===== config.mk =====
export PLATFORM = sky130hd
export DESIGN_NAME = ps2_host_rx_flat
export DESIGN_NICKNAME = d
export VERILOG_FILES = /design/src/rtl/ps2_host_rx_if.sv /design/src/rtl/ps2_host_rx.sv /design/src/flat_wrapper.sv
export SDC_FILE = /design/constraint.sdc
export NUM_CORES = 1
export LEC_CHECK = 0
export ABC_AREA = 1
export ABC_CLOCK_PERIOD_IN_PS = 2700
export BUFFER_PORTS_ARGS = -buffer_cell sky130_fd_sc_hd__buf_2
export CORE_UTILIZATION = 58
export DETAILED_ROUTE_END_ITERATION = 10
export PLACE_DENSITY = 0.83
export SLEW_MARGIN = 30
export SYNTH_ARGS = -nofsm -noshare
export SYNTH_HDL_FRONTEND = slang
export SYNTH_SLANG_ARGS = --single-unit

===== constraint.sdc =====
create_clock -name clk_sys -period 2.7 [get_ports clk_sys]
set_input_delay 0.54 -clock clk_sys [delete_from_list [all_inputs] [get_ports clk_sys]]
set_output_delay 0.54 -clock clk_sys [all_outputs]
set_load 0.005 [all_outputs]

===== src/rtl/ps2_host_rx_if.sv =====
// rtl/ps2_host_rx_if.sv - PS/2 line inputs plus byte FIFO read side and status flags
interface ps2_host_rx_if;
  logic       ps2_clk;
  logic       ps2_data;
  logic       rd;
  logic [7:0] dout;
  logic       empty;
  logic       parity_err;
  logic       frame_err;
  logic       overflow;

  // Host side: drives the PS/2 lines and pops bytes.
  modport master (
    output ps2_clk, ps2_data, rd,
    input  dout, empty, parity_err, frame_err, overflow
  );

  // Receiver side.
  modport slave (
    input  ps2_clk, ps2_data, rd,
    output dout, empty, parity_err, frame_err, overflow
  );
endinterface


===== src/rtl/ps2_host_rx.sv =====
// rtl/ps2_host_rx.sv - PS/2 device-to-host frame receiver with glitch filter and byte FIFO
module ps2_host_rx #(
  parameter int FILTER    = 4,
  parameter int TIMEOUT   = 4096,
  parameter int FIFO_BITS = 3
) (
  input  logic          clk_sys,
  input  logic          reset,
  ps2_host_rx_if.slave  bus
);
  localparam int FW    = $clog2(FILTER + 1);
  localparam int TW    = $clog2(TIMEOUT + 1);
  localparam int DEPTH = 1 << FIFO_BITS;
  localparam int PW    = FIFO_BITS + 1;

  typedef enum logic [1:0] {IDLE, DATA, PARITY, STOP} state_t;

  logic [1:0]    sync_clk_q, sync_dat_q;
  logic          fclk_q, fclk_d, fdat_q, fdat_d, fclk_prev_q;
  logic [FW-1:0] fcnt_clk_q, fcnt_clk_d, fcnt_dat_q, fcnt_dat_d;
  state_t        state_q, state_d;
  logic [2:0]    bitcnt_q, bitcnt_d;
  logic [7:0]    shreg_q, shreg_d;
  logic          par_q, par_d, par_ok_q, par_ok_d;
  logic [TW-1:0] tcnt_q, tcnt_d;
  logic          push_q, push_d;
  logic [7:0]    push_data_q, push_data_d;
  logic          perr_q, perr_d, ferr_q, ferr_d;
  logic [PW-1:0] wptr_q, wptr_d, rptr_q, rptr_d;
  logic          ovf_q, ovf_d;
  logic [7:0]    mem_q [DEPTH];

  logic fall_edge, bit_in, full, empty_w, do_pop, do_push;

  // Glitch filter: a line value is accepted only after FILTER consecutive differing samples.
  always_comb begin
    fclk_d     = fclk_q;
    fdat_d     = fdat_q;
    fcnt_clk_d = '0;
    fcnt_dat_d = '0;
    if (sync_clk_q[1] != fclk_q) begin
      if (fcnt_clk_q == FW'(FILTER - 1)) fclk_d = sync_clk_q[1];
      else                               fcnt_clk_d = fcnt_clk_q + 1'b1;
    end
    if (sync_dat_q[1] != fdat_q) begin
      if (fcnt_dat_q == FW'(FILTER - 1)) fdat_d = sync_dat_q[1];
      else                               fcnt_dat_d = fcnt_dat_q + 1'b1;
    end
  end

  assign fall_edge = fclk_prev_q & ~fclk_q;
  assign bit_in    = fdat_q;

  // Frame decoder: start, 8 data bits LSB-first, odd parity, stop; inter-edge timeout.
  always_comb begin
    state_d     = state_q;
    bitcnt_d    = bitcnt_q;
    shreg_d     = shreg_q;
    par_d       = par_q;
    par_ok_d    = par_ok_q;
    tcnt_d      = tcnt_q;
    push_d      = 1'b0;
    push_data_d = push_data_q;
    perr_d      = 1'b0;
    ferr_d      = 1'b0;
    if (fall_edge) begin
      tcnt_d = '0;
      case (state_q)
        IDLE: begin
          if (!bit_in) begin
            state_d  = DATA;
            bitcnt_d = '0;
            par_d    = 1'b1;
          end
        end
        DATA: begin
          shreg_d  = {bit_in, shreg_q[7:1]};
          par_d    = par_q ^ bit_in;
          bitcnt_d = bitcnt_q + 3'd1;
          if (bitcnt_q == 3'd7) state_d = PARITY;
        end
        PARITY: begin
          par_ok_d = (par_q == bit_in);
          state_d  = STOP;
        end
        STOP: begin
          state_d = IDLE;
          if (!par_ok_q) begin
            perr_d = 1'b1;
          end else if (!bit_in) begin
            ferr_d = 1'b1;
          end else begin
            push_d      = 1'b1;
            push_data_d = shreg_q;
          end
        end
        default: state_d = IDLE;
      endcase
    end else if (state_q != IDLE) begin
      if (tcnt_q == TW'(TIMEOUT - 1)) begin
        state_d = IDLE;
        ferr_d  = 1'b1;
        tcnt_d  = '0;
      end else begin
        tcnt_d = tcnt_q + 1'b1;
      end
    end else begin
      tcnt_d = '0;
    end
  end

  assign full    = (wptr_q[PW-1] != rptr_q[PW-1]) &&
                   (wptr_q[PW-2:0] == rptr_q[PW-2:0]);
  assign empty_w = (wptr_q == rptr_q);
  assign do_pop  = bus.rd & ~empty_w;
  assign do_push = push_q & (~full | do_pop);

  // FIFO pointers; a push into a full FIFO survives only when a pop frees a slot in the same cycle.
  always_comb begin
    wptr_d = wptr_q + PW'(do_push);
    rptr_d = rptr_q + PW'(do_pop);
    ovf_d  = ovf_q | (push_q & full & ~do_pop);
  end

  // All control state, with asynchronous reset to the idle, empty, lines-high condition.
  always_ff @(posedge clk_sys or posedge reset) begin
    if (reset) begin
      sync_clk_q  <= 2'b11;
      sync_dat_q  <= 2'b11;
      fclk_q      <= 1'b1;
      fdat_q      <= 1'b1;
      fclk_prev_q <= 1'b1;
      fcnt_clk_q  <= '0;
      fcnt_dat_q  <= '0;
      state_q     <= IDLE;
      bitcnt_q    <= '0;
      shreg_q     <= '0;
      par_q       <= 1'b1;
      par_ok_q    <= 1'b0;
      tcnt_q      <= '0;
      push_q      <= 1'b0;
      push_data_q <= '0;
      perr_q      <= 1'b0;
      ferr_q      <= 1'b0;
      wptr_q      <= '0;
      rptr_q      <= '0;
      ovf_q       <= 1'b0;
    end else begin
      sync_clk_q  <= {sync_clk_q[0], bus.ps2_clk};
      sync_dat_q  <= {sync_dat_q[0], bus.ps2_data};
      fclk_q      <= fclk_d;
      fdat_q      <= fdat_d;
      fclk_prev_q <= fclk_q;
      fcnt_clk_q  <= fcnt_clk_d;
      fcnt_dat_q  <= fcnt_dat_d;
      state_q     <= state_d;
      bitcnt_q    <= bitcnt_d;
      shreg_q     <= shreg_d;
      par_q       <= par_d;
      par_ok_q    <= par_ok_d;
      tcnt_q      <= tcnt_d;
      push_q      <= push_d;
      push_data_q <= push_data_d;
      perr_q      <= perr_d;
      ferr_q      <= ferr_d;
      wptr_q      <= wptr_d;
      rptr_q      <= rptr_d;
      ovf_q       <= ovf_d;
    end
  end

  // Byte storage; contents are don't-care until written, so no reset.
  always_ff @(posedge clk_sys) begin
    if (do_push) mem_q[wptr_q[PW-2:0]] <= push_data_q;
  end

  assign bus.dout       = empty_w ? 8'h00 : mem_q[rptr_q[PW-2:0]];
  assign bus.empty      = empty_w;
  assign bus.parity_err = perr_q;
  assign bus.frame_err  = ferr_q;
  assign bus.overflow   = ovf_q;
endmodule


===== src/flat_wrapper.sv =====
// flat-port wrapper written by rule: the top's interface ports become plain ports
module ps2_host_rx_flat 
#(
  parameter int FILTER    = 4,
  parameter int TIMEOUT   = 4096,
  parameter int FIFO_BITS = 3
)
  (clk_sys, reset, bus_ps2_clk, bus_ps2_data, bus_rd, bus_dout, bus_empty, bus_parity_err, bus_frame_err, bus_overflow);
  ps2_host_rx_if bus_i ();
  input  logic clk_sys;
  input  logic reset;
  input wire logic [$bits(bus_i.ps2_clk)-1:0] bus_ps2_clk;
  input wire logic [$bits(bus_i.ps2_data)-1:0] bus_ps2_data;
  input wire logic [$bits(bus_i.rd)-1:0] bus_rd;
  output wire logic [$bits(bus_i.dout)-1:0] bus_dout;
  output wire logic [$bits(bus_i.empty)-1:0] bus_empty;
  output wire logic [$bits(bus_i.parity_err)-1:0] bus_parity_err;
  output wire logic [$bits(bus_i.frame_err)-1:0] bus_frame_err;
  output wire logic [$bits(bus_i.overflow)-1:0] bus_overflow;
  assign bus_i.ps2_clk = bus_ps2_clk;
  assign bus_i.ps2_data = bus_ps2_data;
  assign bus_i.rd = bus_rd;
  assign bus_dout = bus_i.dout;
  assign bus_empty = bus_i.empty;
  assign bus_parity_err = bus_i.parity_err;
  assign bus_frame_err = bus_i.frame_err;
  assign bus_overflow = bus_i.overflow;
  ps2_host_rx #(.FILTER(FILTER), .TIMEOUT(TIMEOUT), .FIFO_BITS(FIFO_BITS)) u_core (.clk_sys(clk_sys), .reset(reset), .bus(bus_i));
endmodule

Word level (Yosys, flattened, before mapping)
Memories as Yosys holds them, arrays and structs flattened.
Index checks and enable logic that the tools add are counted.
W data, S select, Z words.
{"block": "word_totals", "regBits": 61, "latch_bits": 0, "ram_bits": 64, "rom_bits": 0, "inputBits": 5, "elab_cells": 101, "mem_count": 1}
{"memory": "u_core.mem_q", "words": 8, "word_bits": 8, "rd": 1, "rd_ports_with_merged_regs": 0, "wr": 1, "line": "ps2_host_rx.sv:31", "source": "logic [7:0] mem_q [DEPTH];"}
{"block": "op_classes", "add_sub_neg": 6, "n_mul": 0, "div": 0, "n_lt_le_gt_ge": 0, "n_eq_ne": 16, "n_shift": 0, "mux": 33, "bitwise": 12, "reduce_logical": 13}
{"cell": "$mux W13", "count": 3}
{"cell": "$mux W1", "count": 16}
{"cell": "$mux W3", "count": 5}
{"cell": "$add A13 B1 Y13 const B", "count": 1}
{"cell": "$eq A13 B12 Y1 const B", "count": 1}
{"cell": "$mux W2", "count": 5}
{"cell": "$add A3 B1 Y3 const B", "count": 3}
{"cell": "$add A4 B1 Y4", "count": 2}
{"cell": "$mux W8", "count": 1}
{"cell": "$pmux W2 S4", "count": 1}
{"cell": "$reduce_and A2 Y1", "count": 4}
{"cell": "$reduce_and A4 Y1", "count": 2}
{"cell": "$reduce_bool A2 Y1", "count": 4}
{"cell": "$eq A3 B2 Y1 const B", "count": 2}
{"cell": "$ne A3 B3 Y1 const B", "count": 2}
{"cell": "$pmux W3 S2", "count": 1}
{"cell": "$and A1 B1 Y1", "count": 5}
{"cell": "$eq A2 B2 Y1 const B", "count": 2}
{"cell": "$eq A4 B4 Y1", "count": 1}
{"cell": "$not A1 Y1", "count": 4}
{"cell": "$eq A3 B3 Y1", "count": 1}
{"cell": "$eq A3 B3 Y1 const B", "count": 1}
{"cell": "$ne A1 B1 Y1", "count": 3}
{"cell": "$reduce_and A3 Y1", "count": 1}
{"cell": "8 further kinds", "count": 9}

Longest topological paths before layout
Gate-level depths: netlist (run 1).
{"block": "depth", "depth_word": 7, "mapped_depth": 12}

Least setup slack after synthesis (run 1)
No wires, ideal clock.
{"block": "synth_timing", "path_kind": "register to register", "startpoint": "register u_core.rptr_q[0]", "endpoint": "register u_core.wptr_q[2]", "setup_ns": 0.132, "arrival_time_ns": 1.687, "slack_ns": 0.881, "path_stages_with_launch": 13, "path_buffers": 1, "synth_period_minus_slack_ns": 1.819, "cell_sequence": "dfrtp_1 -> buf_2 -> inv_1 -> nand2_1 -> nand2_1 -> nand3_1 -> nor2_1 -> nand2_1 -> nand2_1 -> inv_1 -> ha_1 -> ha_1 -> xor2_1"}
{"block": "synth_between", "elab_chain_cells": 6, "word_cells_on_any_way": 9}
{"element": "from (decl)", "line": "ps2_host_rx.sv:29", "source": "logic [PW-1:0] wptr_q, wptr_d, rptr_q, rptr_d;"}
{"element": "from (signal assigned)", "line": "ps2_host_rx.sv:167", "source": "rptr_q <= rptr_d;"}
{"element": "$eq A4 B4 Y1 / $eq A3 B3 Y1 (equally long branches)", "line": "ps2_host_rx.sv:114, ps2_host_rx.sv:113"}
{"element": "$not A1 Y1 / $logic_and A1 B1 Y1 (equally long branches)", "line": "ps2_host_rx.sv:115, ps2_host_rx.sv:112"}
{"element": "$and A1 B1 Y1 / $not A1 Y1 (equally long branches)", "line": "ps2_host_rx.sv:115, ps2_host_rx.sv:116"}
{"element": "$or A1 B1 Y1 *", "line": "ps2_host_rx.sv:116", "source": "assign do_push = push_q & (~full | do_pop);"}
{"element": "$and A1 B1 Y1 *", "line": "ps2_host_rx.sv:116"}
{"element": "$add A4 B1 Y4 *", "line": "ps2_host_rx.sv:120", "source": "wptr_d = wptr_q + PW'(do_push);"}
{"element": "via u_core.wptr_d[2]", "line": "ps2_host_rx.sv:29"}
{"element": "to (signal assigned)", "line": "ps2_host_rx.sv:166", "source": "wptr_q <= wptr_d;"}
{"element": "to (decl)", "line": "ps2_host_rx.sv:29"}
The timed path passes the listed nets; every way through them passes the cells marked *.
A chain may end at the register's enable or synchronous reset.

Worst setup path after layout (run 1)
{"block": "layout_timing", "startpoint": "register u_core.rptr_q[1]", "endpoint": "output port bus_dout[0]"}
{"block": "layout_between", "elab_chain_cells": 2, "word_cells_on_any_way": 3}
{"element": "$mem_v2 Z8 W8 / $eq A4 B4 Y1 (equally long branches)"}
{"element": "$mux W8 *", "line": "ps2_host_rx.sv:177", "source": "assign bus.dout = empty_w ? 8'h00 : mem_q[rptr_q[PW-2:0]];"}
{"element": "to (decl)", "line": "flat_wrapper.sv:15", "source": "output wire logic [$bits(bus_i.dout)-1:0] bus_dout;"}
Mark *: on every way between the ends. The rest lies on a longest branch, timed or not.

==> impl_results.md, run 1 <==
- Post-synth top cells: nor2_1 (104), edfxtp_1 (64), nand2_1 (62)
- WL/cell: 14.7 um
- Cells after Synth: 486
- Io pins: 17
- HP Start: bus_ps2_clk
- R2r startpoint: u_core.wptr_q[0]$_DFF_PP0_
- CP max stage delay: about 0.37 ns
- HPWL Detailed: between 6 and 7 mm
- Register Area: 3460 um^2
- Worst-skew pair later-pin latency: 0.51 ns
- Synth area leaders: edfxtp_1 (36%), dfrtp_1 (25%), nor2_1 (7.4%), o21ai_0 (4.9%), nand2_1 (4.4%)
- Yosys top cell by area: edfxtp_1
- Clock share of power: a little under two fifths
- Core ar.: 8760 um^2
- Port Buffer Count: 16
- Post-synth top area share: 36.4%
- Critical Path RT: around 2.2 ns
- Most frequent CP cell: nor2_1
- Syn Area/Cell: 10.9 um^2
- RePlAce Congestion: 0.774
- CP Buf/Inv Count: 2
- Area Growth Syn to Fin: 16.2%
- R2R Setup Slk: between 0.6 and 0.7 ns
- Clock sinks: 125
- Initial core utilization: 60.2%
- Slew HR: between 40% and 50%
- Total routed wirelength: between 9 and 10 mm
- Max Slew Vio Count: 0
- CP max FO: 19
- Worst VDD drop: 0.571 mV
- Row count: 34
- Die height: 97.4 um
- Yosys cell types: 32
- Setup TNS Final: 0 ns
- R2r endpoint: u_core.wptr_q[2]$_DFF_PP0_
- Drt first pass iters: 4
- Run status: finished, final reports clean
- Residual overflow from global routing: 0
- H-tree depth: 4
- Synth Cell Area: between 5000 and 6000 um^2
- Crit path kind: reg2out
- Worst path slowest cell: dfrtp_1
- Fillers: 600
- Post-CTS setup buffer count: 0
- GRT Overall Usage: roughly 22%
- N_diodes: 0
- Reg2reg path depth: 11
- PD cells: 965 nW/um^2
- Clock transition at path regs: about 0.060 ns
- Synth warnings: 0
- Worst hold endpoint: u_core.sync_clk_q[0]$_DFF_PP1_
- Top_reg_cell synth: edfxtp_1
- Final period util: 92.6%
- Switch Pwr: 1.89 mW
- Final cell utilization of the core: 69.9%
- Cells along the critical path: buf_4 > or2_0 > nand3_1 > nor2_1 > nand2_2 > nand2_1 > nor2_1 > buf_2
- Critical path data arrival time: 1.96 ns
- Clock buffer depth: 2
- # setup viols final: 0
- Total vias in the final route: around 3.5k
- Syn Nets: 505
- Clk_skew: about 0.0081 ns
- P_int: between 4 and 5 mW
- Sequential-to-total area share from yosys stat: about two thirds
- Fmax: 400 MHz
- First-pass GRT wire length: 16.3 mm
- Largest delay share family, worst path: simple AND/OR/NAND/NOR gates
- #FFs+latches synth: 125
- Maximum Capacitance Violations: 0
- RSZ-0062 raised after global routing: no
- Initial drt markers: 200
- Final ANT Viol Nets: 0
- Switching share of power: 31.9%
- CTS Buf Count: 17
- Part of the power in combinational logic: about a quarter
- Async set or reset register ratio after synthesis: 48.8%
- Vias per cell: 5.38
- CTS tree: done
- Vias in the first global route: about 3.5k
- EDFF count, synth: 64
- Final min period: 2.50 ns
- Die Width: 97.4 um
- Final Hold Fails: 0
- Crit. End Element: output port
- Largest net degree at the start of global routing: 25
- Worst Hold Class: in2reg
- DIE AREA: 9480 um^2
- Reg power frac: between 30% and 40%
- Final #Nets: 542
- Footprint of the multi-input gates: 1580 um^2
- Clock root cell: clkbuf_8
- Critical Path Start Type: register
- DRC Markers: 0
- Ratio of cells with drive above 1 in the final layout: 17.0%
- Leak Pwr: 2.48 nW
- Initial antenna violation count: 0
- Top-count cell post-synth: nor2_1
- Slew @ Worst Pin: around 0.77 ns
- Hold path depth: 1
area by class of cell:
cell class | count | area share, %
flip-flops and latches | 125 | 56.4
multi-input cells | 302 | 25.8
clock buffers | 18 | 6.82
repair buffers | 33 | 3.43
inverters | 44 | 2.69
clock inverters | 14 | 2.61
well taps | 108 | 2.20
worst reg2reg max path: cells and delay by family, from the launching register on:
kind / cells / cell delay [ns]
XOR/XNOR: 1 / 0.14
adder cells (fa/ha/maj): 2 / 0.39
buffers and inverters: 2 / 0.23
flip-flops: 1 / 0.45
AND/OR/NAND/NOR: 6 / 0.72
metrics by stage:
step | cells | power (mW) | setup slack (ns) | instance area, um^2 | hold WS (ns)
2_1_floorplan | 486 | 3.32 | 0.660 | 5280 | 0.345
3_3_place_gp | 611 | 3.66 | 0.608 | 5540 | 0.346
3_5_place_dp | 611 | 3.76 | 0.490 | 5540 | 0.349
4_1_cts | 644 | 5.95 | 0.0259 | 6130 | 0.107
5_1_grt | 644 | 6.25 | 0.0515 | 6130 | 0.0978
6_report | 644 | 5.92 | 0.200 | 6130 | 0.126
flip-flops by register name, indices dropped and copies added, names as in the netlist:
register,cells
u_core.mem_q,64
u_core.tcnt_q,13
u_core.push_data_q,8
u_core.shreg_q,8
u_core.rptr_q,4
u_core.wptr_q,4
u_core.bitcnt_q,3
u_core.fcnt_clk_q,3
u_core.fcnt_dat_q,3
u_core.state_q,2
u_core.sync_clk_q,2
u_core.sync_dat_q,2
u_core.bit_in,1
u_core.bus.frame_err,1
u_core.bus.overflow,1
u_core.bus.parity_err,1
u_core.fclk_prev_q,1
u_core.fclk_q,1
u_core.par_ok_q,1
u_core.par_q,1
u_core.push_q,1
cells by family after synthesis:
kind of cell    share of synthesized area (%)
simple gates                             15.3
flops                                    65.6
compound gates                           7.52
buf+inv                                  4.51
fa+ha+maj                                3.32
xor+xnor                                 1.83
mux                                      1.92
per-layer routing:
metal / global-route usage, % / part of all wire, %
met1: 28.3 / 43
met2: 36.7 / 52
met3: 4.82 / 4.3
met4: 9.16 / 0.82
met5: 0 / 0
timing repair:
action	CTS	global route
hold endpoints to repair	11	0
cloned	0	0
resized for setup	1	1
endpoints found under the setup margin	8	8
pin swaps	0	0
hold buffers	1	0
power groups by stage:
stage	logic, mW	clock network, mW	registers [mW]
floorplan	1.03	0	2.29
global placement	1.31	0	2.35
detailed placement	1.39	0	2.37
CTS	1.41	2.21	2.34
global route	1.60	2.29	2.36
finish	1.40	2.18	2.34
worst max-delay path by stage:
| stage | start | to | slack (ns) | cells after the start |
|---|---|---|---|---|
| 3_5_place_dp | u_core.rptr_q[2]$_DFF_PP0_ | bus_dout[0] | 0.49 | 6 |
| 6_report | u_core.rptr_q[1]$_DFF_PP0_ | bus_dout[0] | 0.20 | 8 |
| 5_1_grt | u_core.rptr_q[0]$_DFF_PP0_ | bus_dout[6] | 0.05 | 7 |
| 4_1_cts | u_core.rptr_q[1]$_DFF_PP0_ | bus_dout[0] | 0.03 | 8 |
| 3_3_place_gp | u_core.rptr_q[2]$_DFF_PP0_ | bus_dout[2] | 0.61 | 6 |
| 2_1_floorplan | reset | u_core.bitcnt_q[0]$_DFFE_PP0P_ | 0.66 | 1 |
cells in the final DEF, fill, tap and decap left out, types with 2 or more instances in the layout:
cell type	count
inv_6	4
inv_2	4
inv_1	40
clkinv_4	4
a21oi_1	4
clkinvlp_4	4
ha_1	14
clkbuf_16	16
nor3b_1	2
nand2_1	61
xor2_1	5
buf_2	16
dfstp_2	8
nor2_1	104
xnor2_1	6
bufinv_16	2
mux2_2	9
o21bai_1	2
nor3_1	6
dfrtp_1	52
nand2_2	3
nand3_1	15
nand4_1	2
o21ai_0	52
buf_4	16
edfxtp_1	64
o211ai_1	9
No activity file was read; power rests on OpenSTA's default activity.
==> run 2, diff against run 1 <==
--- a/config.mk
+++ b/config.mk
@@ -7,7 +7,7 @@
 export LEC_CHECK = 0
 export ABC_AREA = 1
 export ABC_CLOCK_PERIOD_IN_PS = 2700
-export BUFFER_PORTS_ARGS = -buffer_cell sky130_fd_sc_hd__buf_2
+export BUFFER_PORTS_ARGS = -buffer_cell sky130_fd_sc_hd__clkbuf_2
 export CORE_UTILIZATION = 58
 export DETAILED_ROUTE_END_ITERATION = 10
 export PLACE_DENSITY = 0.83
==> run 2 against run 1 <==
Worst hold slack worse by 0.031 ns. Cell count is 0.31% lower. Global-route usage is 1.3 points higher.
==> impl_results.md, run 2 (same netlist as run 1, synthesis figures left out) <==
- Run status: finished, final reports clean
- Footprint of the multi-input gates: 1580 um^2
- Leak Pwr: 2.51 nW
- Drt first pass iters: 5
- Register Area: 3460 um^2
- Final period util: 94.9%
- Commonest non-fill, non-tap cell in the layout: nor2_1
- Critical path data arrival time: about 2 ns
- Clock root cell: clkbuf_8
- DIE AREA: 9480 um^2
- RePlAce Congestion: 0.810
- Worst-skew pair later-pin latency: 0.52 ns
- Total vias in the final route: between 3k and 4k
- Clock buffer depth: 2
- Slew @ Worst Pin: about 0.76 ns
- Residual overflow from global routing: 0
- Core ar.: between 8000 and 9000 um^2
- Die Width: 97.4 um
- H-tree depth: 4
- Critical Path RT: between 2 and 2.5 ns
- Fmax: 390 MHz
- Final instance area: just over 6000 um^2
- RSZ-0062 raised after global routing: no
- # setup viols final: 0
- N_diodes: 0
- Port Buffer Count: 16
- Total routed wirelength: 10.4 mm
- Setup TNS Final: 0 ns
- Post-place instance area: 5540 um^2
- Area Growth Syn to Fin: 17.3%
- Initial core utilization: between 60% and 70%
- Largest net degree at the start of global routing: 33
- DRC Markers: 0
- Vias in the first global route: 3600
- Slew HR: around 49%
- Crit. End Element: output port
- Crit path kind: reg2out
- CP max FO: 17
- Most frequent cells in the layout: nor2_1 (104), edfxtp_1 (64), nand2_1 (61)
- CTS Buf Count: 17
- GRT Overall Usage: about a quarter
- Cells after DPL: between 600 and 700
- Final ANT Viol Nets: 0
- Worst Hold Class: in2async
- Max Slew Vio Count: 0
- WL/cell: 16.1 um
- Clock sinks: 125
- Initial antenna violation count: 0
- Vias per cell: 5.50
- PD cells: ~1000 nW/um^2
- Critical Path Start Type: register
- Fillers: slightly below 600
- Final cell utilization of the core: 70.6%
- Die height: 97.4 um
- Initial drt markers: 225
- Worst VDD drop: 0.570 mV
- First-pass GRT wire length: 17.0 mm
- Final min period: 2.56 ns
- Maximum Capacitance Violations: 0
- Clock transition at path regs: 0.06 ns
- Io pins: 17
- Row count: 34
- Post-CTS setup buffer count: 0
- Final #Nets: 540
- Post-CTS Hold Fix Bufs: 0
- CTS tree: done
- Clk_skew: 0.0103 ns
- HPWL Detailed: 6.36 mm
- PnR Total Power: 6.22 mW
- Flip-flop count of the largest register after layout: 64
- Fin cells: 642
- Ratio of cells with drive above 1 in the final layout: between 15 and 20%
- Final Hold Fails: 0
-- run 2: area by class of cell --
class                      count  area share [%]
sequential                   125            55.9
multi-input combinational    302            25.6
timing repair buffer          31            3.32
tap                          108            2.18
inverter                      44            2.67
clock buffer                  19            6.81
clock inverter                13            3.56
-- run 2: path summary, 6_finish.rpt --
kind / start / to / slack [ns] / depth (start not counted)
max reg2reg: u_core.rptr_q[0]$_DFF_PP0_ / u_core.wptr_q[2]$_DFF_PP0_ / 0.57 / 12
max: u_core.rptr_q[0]$_DFF_PP0_ / bus_dout[3] / 0.14 / 10
min reg2reg: u_core.sync_dat_q[0]$_DFF_PP1_ / u_core.sync_dat_q[1]$_DFF_PP1_ / 0.36 / 0
max in group asynchronous: reset / u_core.fclk_prev_q$_DFF_PP1_ / 1.94 / 3
min in group clk_sys: bus_ps2_data / u_core.sync_dat_q[0]$_DFF_PP1_ / 0.10 / 1
min: reset / u_core.par_ok_q$_DFFE_PP0P_ / 0.09 / 2
-- run 2: per-stage QoR --
step	hold WS (ns)	setup slack, ns
2_1_floorplan	0.345	0.660
3_3_place_gp	0.346	0.615
3_5_place_dp	0.351	0.536
4_1_cts	0.0858	0.0180
5_1_grt	0.0828	0.00117
6_report	0.0949	0.138
-- run 2: layer usage --
metal  part of all wire, %  global-route usage [%]  routed length [um]  up-vias
met2                    53                    42.0                5490       93
met1                    41                    26.5                4220     1718
li1                      -                       -                   -     1694
met4                   2.3                    9.16                 237        0
met3                   3.9                    6.47                 403       27
met5                     0                       0                   0        -
-- run 2: repair_timing --
action,CTS,global route
pin swaps,0,0
endpoints found under the hold margin,0,0
endpoints found under the setup margin,8,9
gates resized for setup,1,1
cloned,0,0
-- run 2: power by group --
group,switching (mW),internal [mW]
Combinational,0.881,0.534
Clock,0.800,1.67
Sequential,0.164,2.17
Total,1.84,4.38
-- run 2: critical path, cell delays in order (launching register included) --
cell	delay [ns]
dfrtp_1	0.40
inv_1	0.08
buf_4	0.21
nand2_1	0.07
nand2_1	0.07
nand3_1	0.09
nor2_1	0.15
nand2_2	0.17
nand2_1	0.12
nor2_1	0.04
clkbuf_2	0.10
